### src/rtl/pc_pkg.sv
// Shared fetch-stage definitions: next-PC select encoding and alignment helper.
// Used by pc_sequencer and later fetch/branch-unit blocks.
package pc_pkg;

  localparam int unsigned PcMaskWidth = 64;

  typedef enum logic [2:0] {
    SEL_HOLD,
    SEL_SEQ,
    SEL_RAS,
    SEL_REDIR,
    SEL_EXC
  } pc_sel_e;

  // Mask that clears the low log2(step) bits; step must be a power of two.
  function automatic logic [PcMaskWidth-1:0] align_mask(input int unsigned step);
    return ~(PcMaskWidth'(step) - PcMaskWidth'(1));
  endfunction

endpackage

### src/rtl/pc_if.sv
// Fetch-side bundle between control/hazard logic, pc_sequencer and instruction memory.
// CallIn/RetIn/RasHit are only meaningful when PC_RAS_EN is defined.
interface pc_if #(
  parameter int unsigned WIDTH = 32
) ();

  logic             StallIn;
  logic             ExcValid;
  logic             RedirectValid;
  logic [WIDTH-1:0] RedirectTarget;
  logic             FetchReady;
  logic             CallIn;
  logic             RetIn;
  logic             FetchValid;
  logic [WIDTH-1:0] PcOut;
  logic [WIDTH-1:0] PcPlusStep;
  logic             AlignErr;
  logic             RasHit;

  modport master (
    input  StallIn, ExcValid, RedirectValid, RedirectTarget, FetchReady, CallIn, RetIn,
    output FetchValid, PcOut, PcPlusStep, AlignErr, RasHit
  );

  modport slave (
    output StallIn, ExcValid, RedirectValid, RedirectTarget, FetchReady, CallIn, RetIn,
    input  FetchValid, PcOut, PcPlusStep, AlignErr, RasHit
  );

endinterface

### src/rtl/pc_ras.sv
// Circular return-address stack; a push when full overwrites the oldest entry.
// A simultaneous push and pop replaces the top entry in place.
module pc_ras #(
  parameter int unsigned WIDTH = 32,
  parameter int unsigned DEPTH = 4
) (
  input  logic             clk,
  input  logic             rst,
  input  logic             push,
  input  logic             pop,
  input  logic [WIDTH-1:0] push_data,
  output logic [WIDTH-1:0] top_data,
  output logic             empty,
  output logic             full
);

  localparam int unsigned PtrW = (DEPTH > 1) ? $clog2(DEPTH) : 1;
  localparam int unsigned CntW = $clog2(DEPTH + 1);

  logic [WIDTH-1:0] mem_q [DEPTH];
  logic [PtrW-1:0]  top_q, top_d, top_inc, top_dec;
  logic [CntW-1:0]  count_q, count_d;
  logic             do_pop;
  logic             wr_en;
  logic [PtrW-1:0]  wr_idx;

  assign top_data = mem_q[top_q];
  assign empty    = (count_q == '0);
  assign full     = (count_q == CntW'(DEPTH));
  assign do_pop   = pop & ~empty;
  assign top_inc  = PtrW'((32'(top_q) + 32'd1) % DEPTH);
  assign top_dec  = PtrW'((32'(top_q) + DEPTH - 32'd1) % DEPTH);

  always_comb begin
    top_d   = top_q;
    count_d = count_q;
    wr_en   = 1'b0;
    wr_idx  = top_q;
    if (push && do_pop) begin
      wr_en = 1'b1;
    end else if (push) begin
      wr_en   = 1'b1;
      wr_idx  = top_inc;
      top_d   = top_inc;
      count_d = full ? count_q : count_q + CntW'(1);
    end else if (do_pop) begin
      top_d   = top_dec;
      count_d = count_q - CntW'(1);
    end
  end

  always_ff @(posedge clk) begin
    if (rst) begin
      top_q   <= '0;
      count_q <= '0;
    end else begin
      top_q   <= top_d;
      count_q <= count_d;
    end
  end

  always_ff @(posedge clk) begin
    if (wr_en) begin
      mem_q[wr_idx] <= push_data;
    end
  end

endmodule

### src/rtl/pc_sequencer.sv
// MIPS fetch-stage PC sequencer: priority next-PC mux, PC register and fetch handshake.
// Define PC_RAS_EN to add the return-address stack (pc_ras) and call/return prediction.
module pc_sequencer
  import pc_pkg::*;
#(
  parameter int unsigned      WIDTH        = 32,
  parameter int unsigned      STEP         = 4,
  parameter logic [WIDTH-1:0] RESET_VECTOR = '0,
  parameter logic [WIDTH-1:0] EXC_VECTOR   = WIDTH'(32'h0000_0080),
  parameter int unsigned      RAS_DEPTH    = 4
) (
  input logic  clk,
  input logic  rst,
  pc_if.master bus
);

  localparam logic [PcMaskWidth-1:0] AlignMaskFull = align_mask(STEP);
  localparam logic [WIDTH-1:0]       AlignMask     = AlignMaskFull[WIDTH-1:0];

  logic [WIDTH-1:0] pc_q, pc_d, pc_plus_step;
  logic             fetch_valid_q;
  logic             align_err_q, align_err_d;
  logic             ras_hit_q;
  logic             accept;
  logic             redirecting;
  logic             ras_pop, ras_push;
  logic [WIDTH-1:0] ras_top;
  pc_sel_e          sel;

  assign pc_plus_step = pc_q + WIDTH'(STEP);
  assign accept       = fetch_valid_q & bus.FetchReady & ~bus.StallIn;
  assign redirecting  = bus.ExcValid | bus.RedirectValid;

`ifdef PC_RAS_EN
  logic ras_empty;
  logic ras_full_unused;

  assign ras_pop  = accept & bus.RetIn & ~ras_empty & ~redirecting;
  assign ras_push = accept & bus.CallIn & ~redirecting;

  pc_ras #(
    .WIDTH (WIDTH),
    .DEPTH (RAS_DEPTH)
  ) u_ras (
    .clk       (clk),
    .rst       (rst),
    .push      (ras_push),
    .pop       (ras_pop),
    .push_data (pc_plus_step),
    .top_data  (ras_top),
    .empty     (ras_empty),
    .full      (ras_full_unused)
  );
`else
  logic hint_unused;

  assign hint_unused = bus.CallIn ^ bus.RetIn;
  assign ras_pop     = 1'b0;
  assign ras_push    = 1'b0;
  assign ras_top     = '0;
`endif

  always_comb begin
    sel = SEL_HOLD;
    if (bus.ExcValid) begin
      sel = SEL_EXC;
    end else if (bus.RedirectValid) begin
      sel = SEL_REDIR;
    end else if (ras_pop) begin
      sel = SEL_RAS;
    end else if (accept) begin
      sel = SEL_SEQ;
    end
  end

  always_comb begin
    pc_d = pc_q;
    unique case (sel)
      SEL_EXC:   pc_d = EXC_VECTOR;
      SEL_REDIR: pc_d = bus.RedirectTarget & AlignMask;
      SEL_RAS:   pc_d = ras_top;
      SEL_SEQ:   pc_d = pc_plus_step;
      default:   pc_d = pc_q;
    endcase
  end

  // An exception takes the redirect's slot, so a misaligned target is not reported.
  assign align_err_d = ~bus.ExcValid & bus.RedirectValid & |(bus.RedirectTarget & ~AlignMask);

  always_ff @(posedge clk) begin
    if (rst) begin
      pc_q          <= RESET_VECTOR;
      fetch_valid_q <= 1'b0;
      align_err_q   <= 1'b0;
      ras_hit_q     <= 1'b0;
    end else begin
      pc_q          <= pc_d;
      fetch_valid_q <= 1'b1;
      align_err_q   <= align_err_d;
      ras_hit_q     <= (sel == SEL_RAS);
    end
  end

  assign bus.FetchValid = fetch_valid_q;
  assign bus.PcOut      = pc_q;
  assign bus.PcPlusStep = pc_plus_step;
  assign bus.AlignErr   = align_err_q;
  assign bus.RasHit     = ras_hit_q;

  // ras_push only feeds the stack; keep it referenced in the default build too.
  logic push_unused;
  assign push_unused = ras_push;

endmodule
### src/flat_wrapper.sv
// flat-port wrapper written by rule: the top's interface ports become plain ports
module pc_sequencer_flat import pc_pkg::*;
#(
  parameter int unsigned      WIDTH        = 32,
  parameter int unsigned      STEP         = 4,
  parameter logic [WIDTH-1:0] RESET_VECTOR = '0,
  parameter logic [WIDTH-1:0] EXC_VECTOR   = WIDTH'(32'h0000_0080),
  parameter int unsigned      RAS_DEPTH    = 4
)
  (clk, rst, bus_StallIn, bus_ExcValid, bus_RedirectValid, bus_RedirectTarget, bus_FetchReady, bus_CallIn, bus_RetIn, bus_FetchValid, bus_PcOut, bus_PcPlusStep, bus_AlignErr, bus_RasHit);
  pc_if #(.WIDTH(WIDTH)) bus_i ();
  input logic clk;
  input logic rst;
  input wire logic [$bits(bus_i.StallIn)-1:0] bus_StallIn;
  input wire logic [$bits(bus_i.ExcValid)-1:0] bus_ExcValid;
  input wire logic [$bits(bus_i.RedirectValid)-1:0] bus_RedirectValid;
  input wire logic [$bits(bus_i.RedirectTarget)-1:0] bus_RedirectTarget;
  input wire logic [$bits(bus_i.FetchReady)-1:0] bus_FetchReady;
  input wire logic [$bits(bus_i.CallIn)-1:0] bus_CallIn;
  input wire logic [$bits(bus_i.RetIn)-1:0] bus_RetIn;
  output wire logic [$bits(bus_i.FetchValid)-1:0] bus_FetchValid;
  output wire logic [$bits(bus_i.PcOut)-1:0] bus_PcOut;
  output wire logic [$bits(bus_i.PcPlusStep)-1:0] bus_PcPlusStep;
  output wire logic [$bits(bus_i.AlignErr)-1:0] bus_AlignErr;
  output wire logic [$bits(bus_i.RasHit)-1:0] bus_RasHit;
  assign bus_i.StallIn = bus_StallIn;
  assign bus_i.ExcValid = bus_ExcValid;
  assign bus_i.RedirectValid = bus_RedirectValid;
  assign bus_i.RedirectTarget = bus_RedirectTarget;
  assign bus_i.FetchReady = bus_FetchReady;
  assign bus_i.CallIn = bus_CallIn;
  assign bus_i.RetIn = bus_RetIn;
  assign bus_FetchValid = bus_i.FetchValid;
  assign bus_PcOut = bus_i.PcOut;
  assign bus_PcPlusStep = bus_i.PcPlusStep;
  assign bus_AlignErr = bus_i.AlignErr;
  assign bus_RasHit = bus_i.RasHit;
  pc_sequencer #(.WIDTH(WIDTH), .STEP(STEP), .RESET_VECTOR(RESET_VECTOR), .EXC_VECTOR(EXC_VECTOR), .RAS_DEPTH(RAS_DEPTH)) u_core (.clk(clk), .rst(rst), .bus(bus_i));
endmodule
### config.mk
export PLATFORM = sky130hd
export DESIGN_NAME = pc_sequencer_flat
export DESIGN_NICKNAME = d
export VERILOG_FILES = /design/src/rtl/pc_pkg.sv /design/src/rtl/pc_if.sv /design/src/rtl/pc_ras.sv /design/src/rtl/pc_sequencer.sv /design/src/flat_wrapper.sv
export SDC_FILE = /design/constraint.sdc
export NUM_CORES = 1
export LEC_CHECK = 0
export CAP_MARGIN = 20
export CORE_MARGIN = 4
export CORE_UTILIZATION = 35
export DETAILED_ROUTE_END_ITERATION = 8
export HOLD_SLACK_MARGIN = 0.05
export PLACE_DENSITY_LB_ADDON = 0.08
export SLEW_MARGIN = 20
export SYNTH_ARGS = -nofsm -noshare
export SYNTH_HDL_FRONTEND = slang
export SYNTH_HIERARCHICAL = 1
export SYNTH_SLANG_ARGS = --single-unit
export TNS_END_PERCENT = 30
### constraint.sdc
create_clock -name clk -period 2.3 [get_ports clk]
set_clock_uncertainty 0.15 [all_clocks]
set_input_delay 0.46 -clock clk [delete_from_list [all_inputs] [get_ports clk]]
set_output_delay 0.46 -clock clk [all_outputs]
set_load 0.1 [all_outputs]
[Word level (Yosys, flattened, before mapping)]
Cells that the tools add are included.
Cells by class
  add/sub/neg operators: 1
  multipliers: 0
  divide/modulo/power cells: 0
  magnitude comparators: 0
  equal/unequal tests: 4
  shift operators: 0
  multiplexer cells: 5
  bitwise gates (word level): 6
  reduce and logical (&&, ||, !) cells: 2
Operators by type and width (count)
  one-hot mux 32 bit (4 select lines): 1
  adder 32 x 3 -> 32 bit, second input constant: 1
  equality test 3 x 2 -> 1 bit, second input constant: 2
  two-way mux 3 bit: 2
  bitwise AND 1 bit: 4
  nonzero test 4 bit: 1
  equality test 3 x 1 -> 1 bit, second input constant: 1
  equality test 3 bit, second input constant: 1
  two-way mux 1 bit: 2
  inverter 1 bit: 2
  OR reduction 2 bit: 1
Storage, ports and cells
  register bits after elaboration: 35
  bits in latches: 0
  memory bits (writable): 0
  memory bits (read-only): 0
  input port bits: 40
  output and inout bits: 67
  word-level logic and storage cells: 22
  memories: 0

[Depth between registers and ports, before layout]
  depth after elaboration: 7
  mapped depth: 7
  mapped depth without buffers: 6

[Worst setup path after synthesis]
No wires, ideal clock.
  kind: register to output
  start point: register u_core.pc_q[3] (netlist: u_core/bus.PcOut[3])
  end point: output port bus_PcPlusStep[26]
  arrival time: 3.737 ns
  data required time: 1.690 ns
  path slack: -2.047 ns
  cell stages (with the launch flop): 7
  path buffers: 1
  cells stage by stage: dfxtp_1 -> ha_1 -> nand3_2 -> nor3_4 -> buf_6 -> nand3_1 -> xnor2_1
Between the ends
  cells in the longest elaborated chain, start to end: 1
RTL lines
  from (decl): RTL line pc_sequencer.sv:20  | logic [WIDTH-1:0] pc_q, pc_d, pc_plus_step;
  from (signal assigned): RTL line pc_sequencer.sv:97  | pc_q <= pc_d;
  adder 32 x 3 -> 32 bit: RTL line pc_sequencer.sv:30  | assign pc_plus_step = pc_q + WIDTH'(STEP);
  to (decl): RTL line flat_wrapper.sv:23  | output wire logic [$bits(bus_i.PcPlusStep)-1:0] bus_PcPlusStep;
Every way passes these cells.

[Final worst setup path]
  start point: register u_core.pc_q[16] (netlist: u_core/bus.PcOut[16])
  end point: output port bus_PcPlusStep[22]
The elaborated chain is that of the path after synthesis.

==> results by group <==
Status
  • Status: complete, but fails checks
  • Failing checks: negative setup slack

CTS
  • Cts-stage hold buffer count: 0
  • CTS tree: yes
  • Clock transition at the registers of the reported paths: 0.07 ns
  • CTS H-tree depth: 2
  • Longest Clk Path Bufs: 2
  • Clk sink count: 33
  • CTS root buf: clkbuf_8
  • Cts bufs inserted: 5
  • Worst-Skew Late Latency: 0.29 ns

Global routing
  • Grt peak-use layer: met2
  • Global-route wire length before repair: 15190 um
  • GR Layer Usage met2: 41.26%
  • Grt met1 use: 26.71%
  • Number of global-route vias before repair: 3112
  • Initial antenna violation count: 0
  • GRT overflow: 0
  • GRT Total Usage: 22.42%
  • GRT met3 Usage: 4.167%
  • Largest net degree at the start of global routing: 33

STA
  • Worst hold margin: 0.4060 ns
  • Final setup margin: -0.2869 ns
  • RSZ-0062 raised after global routing: true
  • Setup violators final: 23
  • Fin. Hold Viols: 0
  • Crit path time final: 2.587 ns
  • Max Freq: 0.3866 GHz
  • Final Slew Violations: 0
  • Part of the cycle the worst path needs: 112.5%

Setup path
  • CP max FO: 7
  • Crit start category: flip-flop
  • Worst path arrival time: 1.98 ns
  • Crit Path Class: reg -> out
  • Crit. End Element: output pin
  • Critical path required time: 1.69 ns

Routing
  • Wire per inst: 16.43 um
  • DRT iter0 DRCs: 199
  • DRC viols: 0
  • First drt pass iteration count: 5
  • Antenna-violating nets left: 0
  • Vias post-DR: 3056
  • Vias per inst: 5.418
  • Final WL: 9267 um

Power and ir drop
  • Power Density: 332.6 mW/mm^2
  • P_leak: 2.217 nW
  • VDD IR max: 0.2414 mV
  • Tot Pwr: 1.711 mW

Place
  • Setup WS pre-CTS: -0.02519 ns
  • # port buffers: 100
  • DP HPWL: 6743 um
  • DP Area: 0.004652 sq mm
  • Final GP Congestion: 0.8084

Min path
  • Worst hold path type: reg -> reg

Logic synthesis
  • Synth area leader: dfxtp_1
  • Register area share after synthesis: 27.66%
  • Most frequent cell after synthesis: nand2_1
  • Mapped Cells: 316
  • Post-synth ARST share: 0%
  • Distinct cells, synth: 50
  • Avg Inst Size Synth: 7.559 sq um
  • Netlist Area Pre-Place: 0.002389 sq mm
  • Top cells by count, synth: 55 x nand2_1, 33 x dfxtp_1, 26 x xnor2_1, 20 x o21ai_0, 18 x a21oi_1
  • Register bit total from synthesis: 33
  • Synth Warn #: 6
  • Share of the synthesized area in the top cell type: 27.66%
  • Post-synth EDFFs: 0
  • Primary FF master, synth: dfxtp_1
  • Leading post-synthesis cells by cell area: dfxtp_1 28%, xnor2_1 9.5%, nand2_1 8.6%

Final layout
  • Final #Nets: 527
  • Core Util, Final: 79.18%
  • Fillers: 424
  • Fraction of layout cells with a size suffix above 1: 48.87%
  • Layout area overhead: 115.3%
  • Ant diodes: 0
  • Final Cell Area: 0.005142 sq mm

Floorplan
  • Die ar.: 0.008210 sq mm
  • Initial Util: 36.78%
  • Core area: 0.006495 sq mm
  • # IOs: 107
  • Die width: 90.61 um
  • Die H: 90.61 um
  • Row cnt: 29

Job
  • Max-cap violations: 0
==> sequential cells by signal, indices dropped and copies added (netlist names) <==
signal,cells
u_core/bus.PcOut,30
u_core/bus.AlignErr,1
u_core/bus.FetchValid,1
u_core/bus.RasHit,1
==> worst paths after layout <==
path         slack, ns                    to  cells past startpoint                  from
max              -0.29    bus_PcPlusStep[22]                      6  u_core/bus.PcOut[16]
min               0.41  u_core/bus.PcOut[12]                      2  u_core/bus.PcOut[12]
max reg2reg       0.30  u_core/bus.PcOut[16]                      8   u_core/bus.PcOut[3]
min reg2reg       0.41  u_core/bus.PcOut[12]                      2  u_core/bus.PcOut[12]
==> metal layers <==
| layer | wire (um) | share of wire [%] |
|---|---|---|
| met5 | 0 | 0 |
| met4 | 133 | 1.4 |
| met3 | 540 | 5.8 |
| met2 | 4889 | 53 |
| met1 | 3704 | 40 |
==> per-stage QoR <==
stage	cells	TNS, ns
2_1_floorplan	320	-10.36
3_3_place_gp	524	-0.02539
3_5_place_dp	524	-0.04419
4_1_cts	553	-4.143
5_1_grt	564	-5.171
6_report	564	-3.390
==> critical path, stage by stage, from the launching register on <==
cell and delay (ns):
dfxtp_4 0.40, nand4_4 0.16, nor3_4 0.25, buf_12 0.15, nand4_1 0.24, xnor2_4 0.28, buf_12 0.20
==> layout make-up <==
class / count / area [sq um] / share of cell area (%)
multi-input combinational: 260 / 2243 / 43.63
clock buffer: 8 / 90.09 / 1.752
inverter: 6 / 22.52 / 0.4380
sequential: 33 / 762.0 / 14.82
timing repair buffer: 180 / 1928 / 37.49
tap: 77 / 96.34 / 1.873
==> power by group <==
part | leakage (nW) | switching (mW) | internal, mW
Clock | 0.0455 | 0.225 | 0.244
Combinational | 1.88 | 0.412 | 0.236
Sequential | 0.290 | 0.0248 | 0.568
==> cells in the final DEF, fill, tap and decap left out, drive strengths merged, types with 2 or more instances in the layout <==
cell type      count
clkbuf             8
nor4               2
buf              143
xor2              12
a311oi             2
o21a               2
and3               4
inv                6
nand4             15
or3                2
o211a              3
nor3              19
a21oi             18
mux2i              7
xnor2             26
o21ai             26
dfxtp             33
clkdlybuf4s50     37
conb               5
a22oi              2
nor2              16
nand3b             2
a211oi             7
nand2             55
nand3             19
==> what timing repair did <==
action / in CTS / in global routing
endpoints found under the setup margin: 23 / 25
buffers inserted: 21 / 11
gates resized for setup: 20 / 6
pin swaps: 16 / 8
hold endpoints to repair: 0 / 0
==> cells by family after synthesis <==
group	after synthesis	synth area share, %
compound gates	68	17.65
xor+xnor	38	13.93
fa+ha+maj	1	0.5238
buf+inv	27	5.553
flops	33	27.66
mux	7	2.934
other cells	1	0.1570
simple gates	141	31.59
Note: power is estimated with default switching activity, not from simulation.
